==> src/rtl/pokey_div_chan.sv <==
// Programmable N-bit down-counter channel: divisor latch, forced load, tick-qualified
// decrement, reload on underflow and registered borrow. Optional square-wave output via POKEY_DIV_TOGGLE_EN.
module pokey_div_chan #(
  parameter int               WIDTH     = 8,
  parameter logic [WIDTH-1:0] LATCH_RST = '0
) (
  input  logic             clk,
  input  logic             nrst,
  input  logic             enn,
  input  logic             tick,
  input  logic             hold,
  input  logic             WR,
  input  logic [WIDTH-1:0] D,
  input  logic             Ld,
  output logic [WIDTH-1:0] cnt,
  output logic             BOR,
  output logic             nBOR,
  output logic             tgl
);

  logic [WIDTH-1:0] latch_reg;
  logic [WIDTH-1:0] cnt_reg;
  logic [WIDTH-1:0] reload;
  logic             bor_reg;
  logic             count_en;
  logic             underflow;

  // A write in the same cycle as a reload is forwarded so the fresh divisor is used at once.
  assign reload    = WR ? D : latch_reg;
  assign count_en  = tick & ~hold;
  assign underflow = ~Ld & count_en & (cnt_reg == '0);

  always_ff @(negedge clk or negedge nrst) begin
    if (!nrst) begin
      latch_reg <= LATCH_RST;
      cnt_reg   <= LATCH_RST;
      bor_reg   <= 1'b0;
    end else if (enn) begin
      if (WR) begin
        latch_reg <= D;
      end
      if (Ld) begin
        cnt_reg <= reload;
        bor_reg <= 1'b0;
      end else if (underflow) begin
        cnt_reg <= reload;
        bor_reg <= 1'b1;
      end else if (count_en) begin
        cnt_reg <= cnt_reg - 1'b1;
        bor_reg <= 1'b0;
      end else begin
        bor_reg <= 1'b0;
      end
    end
  end

`ifdef POKEY_DIV_TOGGLE_EN
  logic tgl_reg;

  // Flips exactly when a borrow is being registered; loads and writes leave it alone.
  always_ff @(negedge clk or negedge nrst) begin
    if (!nrst) begin
      tgl_reg <= 1'b0;
    end else if (enn && underflow) begin
      tgl_reg <= ~tgl_reg;
    end
  end

  assign tgl = tgl_reg;
`else
  assign tgl = 1'b0;
`endif

  assign cnt  = cnt_reg;
  assign BOR  = bor_reg;
  assign nBOR = ~bor_reg;

endmodule

==> config.mk <==
export PLATFORM = sky130hd
export DESIGN_NAME = pokey_div_chan
export DESIGN_NICKNAME = d
export VERILOG_FILES = /design/src/rtl/pokey_div_chan.sv
export SDC_FILE = /design/constraint.sdc
export NUM_CORES = 1
export LEC_CHECK = 0
export ABC_AREA = 1
export CAP_MARGIN = 20
export CELL_PAD_IN_SITES_DETAIL_PLACEMENT = 0
export CELL_PAD_IN_SITES_GLOBAL_PLACEMENT = 2
export CORE_UTILIZATION = 34
export DETAILED_ROUTE_END_ITERATION = 16
export DONT_BUFFER_PORTS = 1
export GPL_ROUTABILITY_DRIVEN = 0
export HOLD_SLACK_MARGIN = 0.02
export PLACE_DENSITY = 0.81
export SLEW_MARGIN = 10
export SYNTH_ARGS = -nofsm -noshare
export SYNTH_HDL_FRONTEND = slang
export SYNTH_SLANG_ARGS = --single-unit
==> constraint.sdc <==
create_clock -name clk -period 2.1 [get_ports clk]
set_clock_uncertainty 0.15 [all_clocks]
set_input_delay 0.21 -clock clk [delete_from_list [all_inputs] [get_ports clk]]
set_output_delay 0.21 -clock clk [all_outputs]
set_load 0.03 [all_outputs]
== Word level (Yosys, flattened, before mapping) ==
Cells that the tools add are included.

* Bitwise gates (word level): 6
* $add $sub $neg: 1
* Reduce and logical (&&, ||, !) cells: 3
* Muxes and demuxes: 6

{| class="wikitable"
|+ Operator list
! kind !! number
|-
| $mux 8 || 4
|-
| $logic_not 8->1 || 1
|-
| $sub 8x1->8 const B || 1
|-
| $and 1x1->1 || 3
|-
| $not 1->1 || 3
|-
| $reduce_bool 3->1 || 1
|-
| $mux 1 || 2
|-
| $reduce_and 2->1 || 1
|}

* Flip-flop bits (word level): 17
* Input bits: 15
* Output and inout bits: 11
* Logic and storage cells: 19

== Longest topological paths before layout ==
* Depth in word-level cells: 6
* Depth in mapped cells: 10
* Gate-level depth less buffers: 10

==> results.py <==
metrics = {
    "floorplan": {
        "pin_count": 26,
        "placementRows": 20,
        "die-area_sq_mm": 0.00349,
        "die_h_um": 59.1,
        "core_sq_mm": 0.00308,
        "start_util_pct": 36.0,
        "fp.dieW_um": 59.1,
    },
    "detailed_routing": {
        "first_iter_violations": 26,
        "drc": 0,
        "wl_per_cell_um": 12.7,
        "drt-total-wl_um": 2610,
        "first_pass_iters": 4,
        "drt-vias-per-instance": 4.80,
        "antenna_left": 0,
        "vias": 983,
    },
    "power_and_ir_drop": {
        "ir_drop_v": 0.000436,
        "p_int_mw": 0.623,
        "power_switching_mw": 0.450,
        "p_per_area_mw_per_mm2": 812,
        "clkPwrFrac_pct": 16.9,
        "p_comb_share_pct": 37.2,
        "p_sw_share_pct": 41.9,
        "sequentialPowerShare_pct": 45.9,
        "cellLeakagePower_nw": 0.680,
    },
    "flow_run": {
        "drv_cap": 0,
    },
    "yosys": {
        "async_reset_ff_share_pct": 100,
        "synth_most_common_cell": "nand2_1",
        "synth-edff-count": 0,
        "ys_top_cells_by_count": "nand2_1, nand3_1, dfrtn_1",
        "netlist_area_sq_mm": 0.00111,
        "synthCells": 148,
        "ys_ff_latch": 17,
        "yosys.area.top_type": "dfrtn_1",
        "ys_types": 23,
        "yosys-top-cells-area": "dfrtn_1, nand2_1, nand3_1",
        "synth_top_area_share_pct": 38.4,
        "seq_area_frac_synth_pct": 38.4,
        "synth_area_per_cell_sq_um": 7.49,
        "synth_fp_nets": 165,
        "ys_warn_count": 0,
        "synth_flop_cell": "dfrtn_1",
    },
    "setup_path": {
        "path_max_fanout": 3,
        "arrival_ns": 1.98,
        "path_cells": "buf_12",
        "slowest_delay_ns": 0.49,
        "critPathLaunchType": "flip-flop",
        "slowest_stage": "dfrtn_1",
        "crit_type": "flip-flop to output port",
        "crit_family": "flip-flops",
        "reg2reg_slack_ns": 0.15,
        "crit_buf_inv": 1,
        "cp.required_ns": 1.74,
        "crit_path_end_kind": "output port",
    },
    "clock_network": {
        "cts_buffers": 3,
        "clock_sink_count": 17,
        "clk_latency_ns": 0.29,
        "cts_root_buffer": "clkbuf_4",
        "htree_num_levels": 1,
        "ctsResizeCount": 0,
        "cts_tree": "built",
        "cts_max_path_buffers": 2,
        "cts.clk_slew.worst_paths_ns": 0.07,
        "cts_setup_buffers": 0,
        "hold_buffers": 0,
    },
    "global_route": {
        "grt_start_max_net_pins": 18,
        "antenna_found_initial": 0,
        "grt_first_pass_wirelength_um": 4350,
        "track_usage_pct": 16.7,
        "grt_pass1_vias": 952,
        "grt_remaining_overflow": 0,
    },
    "sta": {
        "rsz0062_at_grt": "true",
        "fin_setup_tns_ns": -2.12,
        "setup_viol": 10,
        "slew_viol_final": 0,
        "hold_violations": 0,
        "setup_slack_ns": -0.237,
        "whs_ns": 0.287,
    },
    "final_layout": {
        "syn_to_final_growth_pct": 19.2,
        "final_nets": 179,
        "drive_gt1_share_pct": 21.1,
        "antenna_cells": 0,
    },
    "hold_path": {
        "hold_path_class": "flip-flop to flip-flop",
    },
    "placement": {
        "dp_hpwl_um": 2100,
        "portBuffers": 0,
    },
    "status": {
        "violations": "negative setup slack",
        "status": "finished with violations",
    },
}
[power groups by stage]
stage / combinational (mW) / clock, mW / sequential, mW
floorplan: 0.260 / 0 / 0.513
global placement: 0.399 / 0 / 0.499
detailed placement: 0.404 / 0 / 0.500
CTS: 0.406 / 0.190 / 0.494
global route: 0.457 / 0.201 / 0.499
finish: 0.400 / 0.181 / 0.492
[per-stage QoR]
step / setup slack [ns] / utilization, % / cells / instance area (sq um) / power (mW)
after floorplan: -0.0365 / - / 148 / 1140 / 0.773
after global placement: -0.0501 / 42.0 / 201 / 1290 / 0.899
after CTS: -0.250 / 42.9 / 205 / 1320 / 1.09
after global routing: -0.268 / 42.9 / 205 / 1320 / 1.16
after detailed placement: -0.0919 / 42.0 / 201 / 1290 / 0.904
final: -0.237 / 42.9 / 205 / 1320 / 1.07
[logic make-up (layout without fill, tap and decap cells)]
| group | after synthesis | count (layout) | synth area share [%] |
|---|---|---|---|
| other cells | 1 | 1 | 0.338 |
| simple gates | 88 | 88 | 37.9 |
| xor+xnor | 1 | 1 | 0.790 |
| flops | 17 | 17 | 38.4 |
| buf+inv | 21 | 34 | 8.24 |
| compound gates | 10 | 10 | 4.85 |
| fa+ha+maj | 2 | 2 | 2.26 |
| mux | 8 | 8 | 7.22 |
[layer usage]
metal	share of wire, %	track usage (%)
met4	0.46	3.06
met1	45	21.1
met3	5.6	5.02
met2	49	28.4
met5	0	0
[worst paths after layout]
kind | startpoint | to | cells past startpoint
max | BOR | BOR | 1
min | latch_reg[2] | latch_reg[2] | 2
max reg2reg | cnt[1] | cnt[7] | 11
min reg2reg | latch_reg[2] | latch_reg[2] | 2
max in group asynchronous | nrst | latch_reg[5] | 0
min in group asynchronous | nrst | latch_reg[4] | 0
[tightest hold or removal path, cell delays in order, from the launching register on]
cell     delay (ns)
dfrtn_1        0.42
nand2_1        0.05
o21ai_0        0.06
[placed cells by master (no fill, tap or decap), drive strengths merged]
master / netlist / layout
clkinv: 0 / 1
clkbuf: 1 / 3
conb: 1 / 1
inv: 18 / 18
nand4: 2 / 2
a21oi: 1 / 1
nor2: 12 / 12
o21ai: 9 / 9
ha: 2 / 2
nand3: 20 / 20
mux2i: 8 / 8
nand2: 54 / 54
xnor2: 1 / 1
buf: 2 / 12
dfrtn: 17 / 17
[area by class of cell]
type	count	area, sq um
clock buffer	3	22.5
clock inverter	1	5.00
fill	333	1760
inverter	18	93.8
multi-input combinational	110	604
sequential	17	425
tap	44	55.1
timing repair buffer	12	115
Note: power is estimated with default switching activity, not from simulation.
